==> src/rtl/kyber_pkg.sv <==
// Shared constants for the Kyber polynomial compress stream.
// Lane/word geometry for the 3-bit v-polynomial packing.
package kyber_pkg;

    localparam int KYBER_Q = 3329;
    localparam int KYBER_N = 256;
    localparam int DV      = 3;
    localparam int LANES   = 8;
    localparam int COEFF_W = 12;
    localparam int BEAT_W  = LANES * COEFF_W;
    localparam int GRP_W   = LANES * DV;
    localparam int WORD_W  = 64;
    localparam int ACC_W   = 88;
    localparam int FILL_W  = 7;
    localparam int BEATS   = KYBER_N / LANES;
    localparam int WORDS   = (KYBER_N * DV) / WORD_W;
    localparam int BCNT_W  = $clog2(BEATS);
    localparam int WCNT_W  = $clog2(WORDS);

endpackage

==> src/rtl/poly_compress_lane.sv <==
// Single-coefficient compress: c = ((x*8 + Q/2) / Q) mod 8.
// Exact division on the raw 12-bit value.
module poly_compress_lane
    import kyber_pkg::*;
(
    input  logic [COEFF_W-1:0] x,
    output logic [DV-1:0]      c
);

    logic [15:0] num;

    assign num = {1'b0, x, 3'b000} + 16'(KYBER_Q / 2);
    assign c   = DV'(num / 16'(KYBER_Q));

endmodule

==> src/rtl/poly_compress_v_stream.sv <==
// Compress 8 coefficients per beat to 3 bits and pack them
// little-endian into a 64-bit word stream, 12 words per poly.
module poly_compress_v_stream
    import kyber_pkg::*;
(
    input  logic              clk,
    input  logic              rst_n,
    input  logic              s_valid,
    output logic              s_ready,
    input  logic [BEAT_W-1:0] s_coeffs,
    output logic              m_valid,
    input  logic              m_ready,
    output logic [WORD_W-1:0] m_data,
    output logic              m_last
);

    logic [GRP_W-1:0]  grp;
    logic              p1_valid;
    logic [GRP_W-1:0]  p1_grp;
    logic [ACC_W-1:0]  acc;
    logic [ACC_W-1:0]  acc_base;
    logic [ACC_W-1:0]  acc_next;
    logic [FILL_W-1:0] fill;
    logic [FILL_W-1:0] fill_next;
    logic [FILL_W-1:0] wr_pos;
    logic [BCNT_W-1:0] bcnt;
    logic [WCNT_W-1:0] wcnt;
    logic              move;
    logic              p1_adv;

    for (genvar k = 0; k < LANES; k++) begin : g_lane
        poly_compress_lane u_lane (
            .x (s_coeffs[COEFF_W*k +: COEFF_W]),
            .c (grp[DV*k +: DV])
        );
    end

    // Word move / group advance decisions and next accumulator image
    always_comb begin
        move      = (fill >= FILL_W'(WORD_W)) && (!m_valid || m_ready);
        p1_adv    = p1_valid && ((fill < FILL_W'(WORD_W)) || move);
        s_ready   = !p1_valid || p1_adv;
        acc_base  = move ? (acc >> WORD_W) : acc;
        wr_pos    = move ? (fill - FILL_W'(WORD_W)) : fill;
        acc_next  = acc_base;
        fill_next = move ? (fill - FILL_W'(WORD_W)) : fill;
        if (p1_adv) begin
            acc_next  = acc_base | (ACC_W'(p1_grp) << wr_pos);
            fill_next = fill_next + FILL_W'(GRP_W);
        end
    end

    // P1: hold the compressed group until the accumulator takes it
    always_ff @(posedge clk or negedge rst_n) begin
        if (!rst_n) begin
            p1_valid <= 1'b0;
            p1_grp   <= '0;
        end else if (s_ready) begin
            p1_valid <= s_valid;
            if (s_valid) p1_grp <= grp;
        end
    end

    // Accumulator, fill level and beat position within the poly
    always_ff @(posedge clk or negedge rst_n) begin
        if (!rst_n) begin
            acc  <= '0;
            fill <= '0;
            bcnt <= '0;
        end else begin
            acc  <= acc_next;
            fill <= fill_next;
            if (p1_adv) bcnt <= bcnt + 1'b1;
        end
    end

    // Output word register, held until downstream accepts it
    always_ff @(posedge clk or negedge rst_n) begin
        if (!rst_n) begin
            m_valid <= 1'b0;
            m_data  <= '0;
            m_last  <= 1'b0;
            wcnt    <= '0;
        end else if (move) begin
            m_valid <= 1'b1;
            m_data  <= acc[WORD_W-1:0];
            m_last  <= (wcnt == WCNT_W'(WORDS - 1));
            wcnt    <= (wcnt == WCNT_W'(WORDS - 1)) ? '0 : wcnt + 1'b1;
        end else if (m_ready) begin
            m_valid <= 1'b0;
            m_last  <= 1'b0;
        end
    end

endmodule

==> config.mk <==
export PLATFORM = sky130hd
export DESIGN_NAME = poly_compress_v_stream
export DESIGN_NICKNAME = d
export VERILOG_FILES = /design/src/rtl/kyber_pkg.sv /design/src/rtl/poly_compress_lane.sv /design/src/rtl/poly_compress_v_stream.sv
export SDC_FILE = /design/constraint.sdc
export NUM_CORES = 1
export LEC_CHECK = 0
export ABC_AREA = 1
export CAP_MARGIN = 10
export CORE_MARGIN = 2
export CORE_UTILIZATION = 55
export DETAILED_ROUTE_END_ITERATION = 12
export PLACE_DENSITY = 0.85
export SLEW_MARGIN = 15
export SYNTH_ARGS = -nofsm -noshare
export SYNTH_HDL_FRONTEND = slang
export SYNTH_SLANG_ARGS = --single-unit
export TNS_END_PERCENT = 30
==> constraint.sdc <==
create_clock -name clk -period 3.6 [get_ports clk]
set_input_delay 0.36 -clock clk [delete_from_list [all_inputs] [get_ports clk]]
set_output_delay 0.36 -clock clk [all_outputs]
set_load 0.01 [all_outputs]
==> flow_summary.yaml, run 1 <==
global_routing:
  grtUsageTotal: 0.740
  overflow: 111
  grt_max_degree: 115
clock_tree:
  htreeDepth: 4
  cts_max_path_buffers: 2
  cts.sinks: 187
  cts_buffers: 17
  cts-root-buf: "clkbuf_16"
  holdBufCountCts: 0
synthesis:
  synth.top_cell.area_share: 0.226
  synth_seq_area_share: 0.220
  synth-main-ff-cell: "dfrtp_1"
  post_synth.cell_area_avg_um2: 6.02
  synthCells: 3533
  synth.area.top_cells: "nand2_1 23%, dfrtp_1 22%, inv_1 7.8%"
  synth_area_mm2: 0.0213
  ys_types: 60
  synthArstFlopShare: 1.00
  synth_top_area_cell: "nand2_1"
  yosys_warnings: 0
  syn-num-nets: 3676
  synth_edf_count: 0
  ys_seq_elements: 187
sta:
  crit_endpoint: "p1_grp[0]$_DFFE_PN0P_/D"
  worst-ep-kind: "register data pin"
floorplanning:
  io_pins: 167
  die_w_um: 201
  initial_core_util: 0.554
  die_y_um: 201
  rows: 72
placement:
  dp_hpwl_um: 51100
  place_ws_ns: -1.06
  placed_area_mm2: 0.0294
  io_buffers: 166
  gp_congestion: 0.935
status:
  stop_error: "[ERROR GRT-0232] Routing congestion too high. Check the congestion heatmap in the GUI."
  outcome: "stopped before the end"
  lastStage: "5_1_grt"
-- metrics by stage --
step | utilization | hold slack [ns] | instances | setup TNS, ns
after floorplan | - | 0.0644 | 3533 | -2.72
after CTS | 0.838 | 0.0891 | 5116 | -0.0255
after detailed placement | 0.766 | 0.455 | 4938 | -13.93
after global placement | 0.766 | 0.451 | 4938 | -10.47
-- logic make-up after synthesis --
kind of cell,count (synthesis),synth area share
fa+ha+maj,43,0.0253
flops,187,0.220
compound gates,368,0.114
simple gates,2255,0.489
buf+inv,578,0.110
xor+xnor,102,0.0420
-- routing by layer --
metal  GRT overflow  GRT usage
met2             69      0.936
met5              0      0.294
met3              1      0.569
met1              2      0.704
met4             39      0.790
-- cells in the mapped netlist (6+ instances only) --
library cell and instances:
nand3b_1 15, nor2_1 274, nand4_2 7, o221ai_1 50
inv_2 49, nor2_2 53, o21ai_2 16, nand3_2 30
xor2_1 75, nand2_1 1280, ha_1 43, xnor2_1 27
a31oi_1 11, dfrtp_1 187, clkinv_1 7, nor2_4 28
nand3_1 314, a21oi_1 37, nand2_4 22, o21ai_0 142
nand4_1 82, inv_1 443, buf_6 17, a21oi_2 13
o21ai_1 18, clkbuf_1 43, o22ai_1 38, nor3_1 23
o211ai_1 6, o21ai_4 8, nand2_2 99, nand3_4 7
a22oi_1 7, o21bai_1 6
-- what timing repair did --
item / 4_1_cts
gates cloned: 10
pin swaps: 261
buffers inserted: 136
setup endpoints to repair: 16
gates resized for setup: 480
==> run 2: changes to the inputs <==
--- a/config.mk
+++ b/config.mk
@@ -8,9 +8,9 @@
 export ABC_AREA = 1
 export CAP_MARGIN = 10
 export CORE_MARGIN = 2
-export CORE_UTILIZATION = 55
+export CORE_UTILIZATION = 40
 export DETAILED_ROUTE_END_ITERATION = 12
-export PLACE_DENSITY = 0.85
+export PLACE_DENSITY_LB_ADDON = 0.15
 export SLEW_MARGIN = 15
 export SYNTH_ARGS = -nofsm -noshare
 export SYNTH_HDL_FRONTEND = slang
==> run 2 against run 1 <==
Against the previous run: the flow now finishes, with violations (negative hold slack, negative setup slack); synthesized area is the same; synthesized cell count is the same.
==> flow_summary.yaml, run 2 <==
worst_setup_path:
  worstSetupStartpointType: "primary input"
  crit_fanout: 8
  crit_path_end_kind: "flip-flop"
  worstSetupPathType: "in2reg"
  slowest_stage: "nor2_4"
  r2r-start: "m_valid"
  critPathLaunch: "s_coeffs[29]"
  crit_path_max_incr_delay_ns: 0.26
  crit_required_ns: 3.93
  critPathArrivalTime_ns: 3.96
  cp_num_buf_inv: 7
  rr_worst_depth: 8
  r2r_setup_slack_ns: 1.11
  r2r-end: "acc[40]"
  path_delay_family: "simple AND/OR/NAND/NOR gates"
final_layout:
  diodes: 0
  final_common_cell: "nand2_1"
  drive_above_1_share: 0.412
  area_growth_pct: 62.6
  multi_input_area_mm2: 0.0168
  regMostFlops: "acc"
  nFillCells: 4674
  finalNetCount: 4839
  reg.largest.list: "acc x88, m_data x64, p1_grp x24"
  final-seq-area_mm2: 0.00468
  postLayoutCoreUtil: 0.658
  largest_register_ffs: 88
  final_cell_mix: "1,102 x nand2_1, 979 x buf_4, 389 x inv_1"
sta:
  max-slew-margin-rel: 0.448
  timing.final.setup_violations: 1
  final_hold_viol_count: 17
  clock_skew_ns: 0.0144
  timing.fmax_ghz: 0.276
  maxSlewViolCount: 0
  worstMarginPinSlew_ns: 0.825
  rsz0062_at_grt: "yes"
  post-route-period-util: 1.01
  hold_slack_ns: -0.0631
  period_minus_slack_ns: 3.62
  fin_ws_ns: -0.0204
clock_tree:
  cts.clk_slew.worst_paths_ns: 0.08
  cts-root-buf: "clkbuf_16"
  cts_tree: "done"
  cts_max_path_buffers: 2
  clock_latency_ns: 0.44
  htreeDepth: 4
  cts.sinks: 187
  cts_buffers: 17
placement:
  dp_hpwl_um: 48700
  gp_congestion: 0.879
  io_buffers: 166
pwr:
  power_density_mw_per_mm2: 457
  ir_worst_vdd_uv: 539
  power.static_leakage_nw: 18.1
  fin_total_pwr_w: 0.0158
synthesis:
  yosys_warnings: 0
  ys_seq_elements: 187
  ys_types: 60
  synth_seq_area_share: 0.220
  post_synth.cell_area_avg_um2: 6.02
  synth_area_mm2: 0.0213
  synth_top_area_cell: "nand2_1"
  synth.most_common_cell: "nand2_1"
  synthCells: 3533
  synth_edf_count: 0
  synthArstFlopShare: 1.00
  ys_top_cells_by_count: "1,280 x nand2_1, 443 x inv_1, 314 x nand3_1, 274 x nor2_1, 187 x dfrtp_1"
  synth.area.top_cells: "nand2_1 23%, dfrtp_1 22%, inv_1 7.8%"
  synth.top_cell.area_share: 0.226
  syn-num-nets: 3676
  synth-main-ff-cell: "dfrtp_1"
global_routing:
  grt_pass1_vias: 24100
  grtUsageTotal: 0.227
  grt_max_degree: 158
  antenna_found_initial: 0
  overflow: 0
  grt_pass1_wl_um: 110000
floorplanning:
  dieArea_mm2: 0.0550
  io_pins: 167
  core-area_mm2: 0.0526
  rows: 84
  die_y_um: 235
  die_w_um: 235
  initial_core_util: 0.405
route:
  dr.first_iter.drc_count: 1271
  postRouteAntennaNets: 0
  vias: 25700
  post_drt_wl_per_cell_um: 12.2
  routed_wl_um: 66000
  avgViaCountPerCell: 4.76
  first_pass_iters: 5
  drc: 0
status:
  violations: "negative hold slack, negative setup slack"
  outcome: "complete, but fails checks"
flow_run:
  cap_violations: 0
hold_path:
  hold_class: "in2async"
run 2: how the worst max path moves through the flow:
stage	to	slack [ns]	depth (start not counted)
final	p1_grp[6]	-0.02	33
after global routing	p1_grp[6]	-0.31	35
after CTS	p1_grp[9]	-0.006	32
after detailed placement	p1_grp[3]	-1.13	31
after global placement	p1_grp[3]	-1.04	31
after floorplan	p1_grp[12]	-0.40	31
run 2: cell families after synthesis:
| logic type | Yosys count | share of synthesized area |
|---|---|---|
| xor+xnor | 102 | 0.0420 |
| simple gates | 2255 | 0.489 |
| compound gates | 368 | 0.114 |
| flops | 187 | 0.220 |
| buf+inv | 578 | 0.110 |
| fa+ha+maj | 43 | 0.0253 |
run 2: per-stage QoR:
step,setup slack (ns),area (um2),TNS [ns],std cells
floorplan,-0.402,21500,-2.72,3533
global placement,-1.04,30000,-11.95,5164
detailed placement,-1.13,30000,-13.61,5164
CTS,-0.00606,32600,-0.00696,5334
global route,-0.310,34600,-2.07,5396
finish,-0.0204,34600,-0.0204,5396
run 2: power breakdown:
part	total, W	switching [W]	leakage (nW)	internal, W
logic	0.0105	0.00585	15.3	0.00465
clock network	0.00184	0.000911	0.277	0.000925
registers	0.00346	0.000543	2.46	0.00291
total	0.0158	0.00731	18.1	0.00849
run 2: layout make-up:
| type | count | area share |
|---|---|---|
| Clock buffer | 17 | 0.0123 |
| Multi-Input combinational cell | 2778 | 0.485 |
| Inverter | 503 | 0.0557 |
| Sequential cell | 187 | 0.135 |
| Clock inverter | 14 | 0.00434 |
| Tap cell | 688 | 0.0249 |
| Timing Repair Buffer | 1209 | 0.282 |
run 2: what timing repair did:
item | 4_1_cts | 5_1_grt
pin swaps | 234 | 338
setup buffers | 128 | 63
cloned | 11 | 3
gates resized for setup | 363 | 543
setup endpoints to repair | 16 | 16
hold buffers | 0 | 0
run 2: layer usage:
metal	share of wire	wire length [um]	GRT usage
met5	0	0	0
met4	0.016	1080	0.0410
met3	0.021	1420	0.0150
met2	0.50	32900	0.405
met1	0.46	30600	0.303
Note: power is estimated with default switching activity, not from simulation.
==> run 3: changes to the inputs <==
--- a/config.mk
+++ b/config.mk
@@ -7,9 +7,12 @@
 export LEC_CHECK = 0
 export ABC_AREA = 1
 export CAP_MARGIN = 10
+export CELL_PAD_IN_SITES_DETAIL_PLACEMENT = 1
+export CELL_PAD_IN_SITES_GLOBAL_PLACEMENT = 2
 export CORE_MARGIN = 2
-export CORE_UTILIZATION = 40
+export CORE_UTILIZATION = 32
 export DETAILED_ROUTE_END_ITERATION = 12
+export GPL_ROUTABILITY_DRIVEN = 0
 export PLACE_DENSITY_LB_ADDON = 0.15
 export SLEW_MARGIN = 15
 export SYNTH_ARGS = -nofsm -noshare
==> run 3 against run 2 <==
Against the previous run: sequential power about the same; register-to-register slack about the same; final cell count increased by 3.6%; global-route usage increased by 0.72 points; critical path depth decreased by 8; clock power increased by 7%; first-iteration DRC count decreased by 24%; cell area increased by 1.4%; die area increased by 25%; the run ends with negative setup slack left; setup slack got worse by 0.048 ns.
==> flow_summary.yaml, run 3 (synthesis results as in run 2) <==
floorplanning:
  initial_core_util: 0.324
  die_y_um: 262
  core-area_mm2: 0.0657
  die_w_um: 262
  io_pins: 167
  rows: 94
  dieArea_mm2: 0.0686
clock_tree:
  cts_max_path_buffers: 2
  cts_tree: "done"
  htreeDepth: 4
  cts.sinks: 187
  cts.clk_slew.worst_paths_ns: 0.08
  cts-root-buf: "clkbuf_16"
  cts_buffers: 17
  clock_latency_ns: 0.44
route:
  routed_wl_um: 86400
  vias: 27400
  first_pass_iters: 4
  post_drt_wl_per_cell_um: 15.5
  avgViaCountPerCell: 4.90
  postRouteAntennaNets: 0
  drc: 0
  dr.first_iter.drc_count: 964
sta:
  maxSlewViolCount: 0
  clock_skew_ns: 0.0150
  rsz0062_at_grt: "yes"
  max-slew-margin-rel: 0.291
  fin_ws_ns: -0.0689
  timing.final.setup_violations: 6
  period_minus_slack_ns: 3.67
  timing.fmax_ghz: 0.273
  final_hold_viol_count: 0
  worstMarginPinSlew_ns: 1.06
  post-route-period-util: 1.02
final_layout:
  drive_above_1_share: 0.423
  postLayoutCoreUtil: 0.534
  finalNetCount: 4856
  area_growth_pct: 64.9
  final_common_cell: "nand2_1"
  largest_register_ffs: 88
  reg.largest.list: "acc x88, m_data x64, p1_grp x24"
  nFillCells: 8546
  regMostFlops: "acc"
  final_cell_mix: "1,084 x nand2_1, 1,006 x buf_4, 386 x inv_1"
  diodes: 0
worst_setup_path:
  r2r_setup_slack_ns: 1.10
  cp_num_buf_inv: 6
  path_delay_family: "simple AND/OR/NAND/NOR gates"
  critPathArrivalTime_ns: 4.03
  slowest_stage: "clkdlybuf4s50_1"
  crit_fanout: 7
  worstSetupPathType: "in2reg"
  worstSetupStartpointType: "primary input"
  crit_required_ns: 3.97
  crit_path_end_kind: "flip-flop"
  crit_path_max_incr_delay_ns: 0.49
global_routing:
  antenna_found_initial: 1
  overflow: 0
  grt_pass1_wl_um: 137000
  grtUsageTotal: 0.234
  grt_max_degree: 131
  grt_pass1_vias: 29200
pwr:
  power.static_leakage_nw: 18.2
  power_density_mw_per_mm2: 469
  fin_total_pwr_w: 0.0165
  ir_worst_vdd_uv: 412
placement:
  io_buffers: 166
  place_ws_ns: -1.29
  dp_hpwl_um: 63600
flow_run:
  cap_violations: 0
status:
  violations: "negative setup slack"
  outcome: "complete, but fails checks"
hold_path:
  hold_class: "in2async"
## run 3: cell count changes in the layout (fill, tap and decap cells not counted), moves of 5 or more
| cell | change |
|---|---|
| buf_4 | +27 |
| nor2_2 | +10 |
| a21oi_2 | -6 |
| buf_2 | +23 |
| buf_6 | -7 |
| nand2_1 | -18 |
| nand2_4 | +5 |
| nor2_1 | -10 |
| o21ai_2 | +6 |
| nand2_2 | +9 |
| clkbuf_2 | -16 |
## run 3: repair_timing
| action | CTS | global route |
|---|---|---|
| gates cloned | 7 | 2 |
| setup buffers | 107 | 74 |
| hold endpoints to repair | 0 | 0 |
| gates resized for setup | 551 | 447 |
| pin swaps | 269 | 334 |
| hold buffers | 0 | 0 |
| setup endpoints to repair | 16 | 16 |
## run 3: path summary, 6_finish.rpt
path,end,cells past startpoint,startpoint
worst max-delay path,p1_grp[9],25,s_coeffs[38]
worst min-delay path,m_data[30],1,rst_n
worst max register to register,acc[32],9,m_valid
worst min register to register,m_data[20],2,acc[20]
max in group asynchronous,m_data[34],2,rst_n
min in group clk,m_data[20],2,acc[20]
## run 3: final cells by class
| cell class | instances | area, um2 | share of cell area |
|---|---|---|---|
| repair buffers | 1229 | 9830 | 0.280 |
| well taps | 864 | 1080 | 0.0308 |
| inverters | 503 | 1940 | 0.0552 |
| flip-flops and latches | 187 | 4680 | 0.133 |
| multi-input cells | 2775 | 16900 | 0.483 |
| clock inverters | 14 | 180 | 0.00514 |
| clock buffers | 18 | 439 | 0.0125 |
## run 3: routing by layer
| layer | global-route usage | vias up | part of all wire |
|---|---|---|---|
| met5 | 0 | - | 0 |
| met4 | 0.0429 | 0 | 0.015 |
| met3 | 0.0153 | 102 | 0.016 |
| met2 | 0.456 | 303 | 0.54 |
| met1 | 0.282 | 13300 | 0.43 |
| li1 | - | 13700 | - |
## run 3: report_power, final
part           switching (W)  total [W]  internal (W)  leakage [nW]
registers           0.000574    0.00349       0.00291          2.46
logic                0.00634     0.0110       0.00468          15.4
clock network       0.000986    0.00196      0.000970         0.300
## run 3: per-stage QoR
step / cells / area [um2] / hold WS [ns] / setup TNS (ns)
floorplan: 3533 / 21500 / 0.0644 / -2.72
global placement: 5369 / 30500 / 0.464 / -12.70
detailed placement: 5369 / 30500 / 0.460 / -16.89
finish: 5590 / 35100 / 0.0925 / -0.314
global route: 5590 / 35100 / 0.181 / -3.18
CTS: 5515 / 33100 / 0.156 / -0.280
==> run 4: changes to the inputs <==
--- a/config.mk
+++ b/config.mk
@@ -9,7 +9,6 @@
 export CAP_MARGIN = 10
 export CELL_PAD_IN_SITES_DETAIL_PLACEMENT = 1
 export CELL_PAD_IN_SITES_GLOBAL_PLACEMENT = 2
-export CORE_MARGIN = 2
 export CORE_UTILIZATION = 32
 export DETAILED_ROUTE_END_ITERATION = 12
 export GPL_ROUTABILITY_DRIVEN = 0
==> run 4 against run 3 <==
Against the previous run: the flow still finishes with violations (negative setup slack); critical path depth up 7; combinational power up 5%; clock-buffer cell count is the same; global-route usage is 1.5 points higher; die area decreased by 1.5%; utilization up 1.5 points; power is 3.2% higher; hold slack got worse by 0.058 ns.
==> flow_summary.yaml, run 4 (synthesis results as in run 2) <==
global_routing:
  grt_max_degree: 117
  grt_pass1_vias: 30000
  grt_pass1_wl_um: 143000
  grtUsageTotal: 0.249
  antenna_found_initial: 0
  overflow: 0
route:
  vias: 27800
  postRouteAntennaNets: 0
  drc: 0
  dr.first_iter.drc_count: 1124
  routed_wl_um: 89700
  post_drt_wl_per_cell_um: 15.9
  first_pass_iters: 5
  avgViaCountPerCell: 4.91
final_layout:
  regMostFlops: "acc"
  largest_register_ffs: 88
  final_common_cell: "buf_4"
  drive_above_1_share: 0.449
  final_cell_mix: "1,063 x buf_4, 1,044 x nand2_1, 374 x inv_1"
  reg.largest.list: "acc x88, m_data x64, p1_grp x24"
  area_growth_pct: 69.7
  final_cell_area_mm2: 0.0361
  finalNetCount: 4926
  diodes: 0
worst_setup_path:
  r2r_setup_slack_ns: 0.97
  cp.depth: 32
  path_delay_family: "simple AND/OR/NAND/NOR gates"
  worstSetupPathType: "in2reg"
  crit_path_max_incr_delay_ns: 0.29
  critPathArrivalTime_ns: 4.12
  cp_num_buf_inv: 11
  crit_path_end_kind: "flip-flop"
  worstSetupStartpointType: "primary input"
  slowest_stage: "a21oi_1"
  crit_top_cell: "nand2_1"
  crit_fanout: 3
  rr_worst_depth: 11
  crit_required_ns: 3.92
pwr:
  ir_worst_vdd_uv: 439
  p_switching_w: 0.00815
  power_density_mw_per_mm2: 470
  p_comb_frac: 0.680
  power.static_leakage_nw: 18.6
  intPower_w: 0.00883
  clock_power_share: 0.116
  power_frac_seq: 0.205
  p_sw_frac: 0.480
floorplanning:
  rows: 94
  die_y_um: 260
  dieArea_mm2: 0.0675
  core-area_mm2: 0.0657
  initial_core_util: 0.324
  io_pins: 167
  die_w_um: 260
sta:
  period_minus_slack_ns: 3.79
  hold_slack_ns: 0.0349
  post-route-period-util: 1.05
  rsz0062_at_grt: "yes"
  max-slew-margin-rel: 0.285
  clock_skew_ns: 0.0147
  final_hold_viol_count: 0
  timing.fmax_ghz: 0.264
  fin_ws_ns: -0.195
  timing.final.setup_violations: 6
  maxSlewViolCount: 0
  worstMarginPinSlew_ns: 1.07
clock_tree:
  cts_tree: "done"
  cts.clk_slew.worst_paths_ns: 0.08
  cts-root-buf: "clkbuf_16"
  htreeDepth: 4
  cts_buffers: 17
  clock_latency_ns: 0.44
  cts.sinks: 187
  holdBufCountCts: 0
  cts_max_path_buffers: 2
placement:
  io_buffers: 166
  place_ws_ns: -1.38
  placed_area_mm2: 0.0305
  dp_hpwl_um: 63100
status:
  violations: "negative setup slack"
  outcome: "complete, but fails checks"
flow_run:
  cap_violations: 0
hold_path:
  hold_class: "in2async"
run 4: routing by layer:
| metal | GRT usage | vias up | routed length, um |
|---|---|---|---|
| met2 | 0.494 | 301 | 49500 |
| met4 | 0.0379 | 0 | 1110 |
| met3 | 0.0140 | 90 | 1210 |
| met1 | 0.294 | 13600 | 37900 |
| met5 | 0 | - | 0 |
| li1 | - | 13800 | - |
run 4: what timing repair did:
action | 4_1_cts | 5_1_grt
gates cloned | 9 | 1
pin swaps | 329 | 362
resized for setup | 676 | 464
setup buffers | 164 | 82
endpoints found under the setup margin | 16 | 16
run 4: power groups by stage:
stage                     Clock, W  Combinational (W)  Sequential (W)
after global routing       0.00208             0.0127         0.00357
after floorplan                  0            0.00541         0.00341
after CTS                  0.00200             0.0106         0.00349
after detailed placement         0            0.00973         0.00351
final                      0.00196             0.0115         0.00348
after global placement           0            0.00935         0.00347
run 4: worst paths after layout:
kind                              start         end
max                        s_coeffs[64]  p1_grp[15]
min in group clk             m_data[11]  m_data[11]
min reg2reg                  m_data[11]  m_data[11]
max in group asynchronous         rst_n  p1_grp[22]
min                               rst_n  m_data[41]
max reg2reg                     m_valid     acc[42]
run 4: final cells by class:
type | count | area [um2]
inverters | 503 | 1940
clock inverters | 14 | 188
well taps | 864 | 1080
clock buffers | 18 | 439
fillers | 8485 | 29700
flip-flops and latches | 187 | 4680
repair buffers | 1298 | 10400
multi-input cells | 2776 | 17300
run 4: through the flow:
| stage | total power [W] | cells | utilization | TNS [ns] |
|---|---|---|---|---|
| final | 0.0170 | 5660 | 0.549 | -0.521 |
| after global routing | 0.0183 | 5660 | 0.549 | -3.56 |
| after CTS | 0.0161 | 5581 | 0.518 | -0.0181 |
| after detailed placement | 0.0132 | 5376 | 0.464 | -16.76 |
| after global placement | 0.0128 | 5376 | 0.464 | -12.72 |
| after floorplan | 0.00883 | 3533 | - | -2.72 |
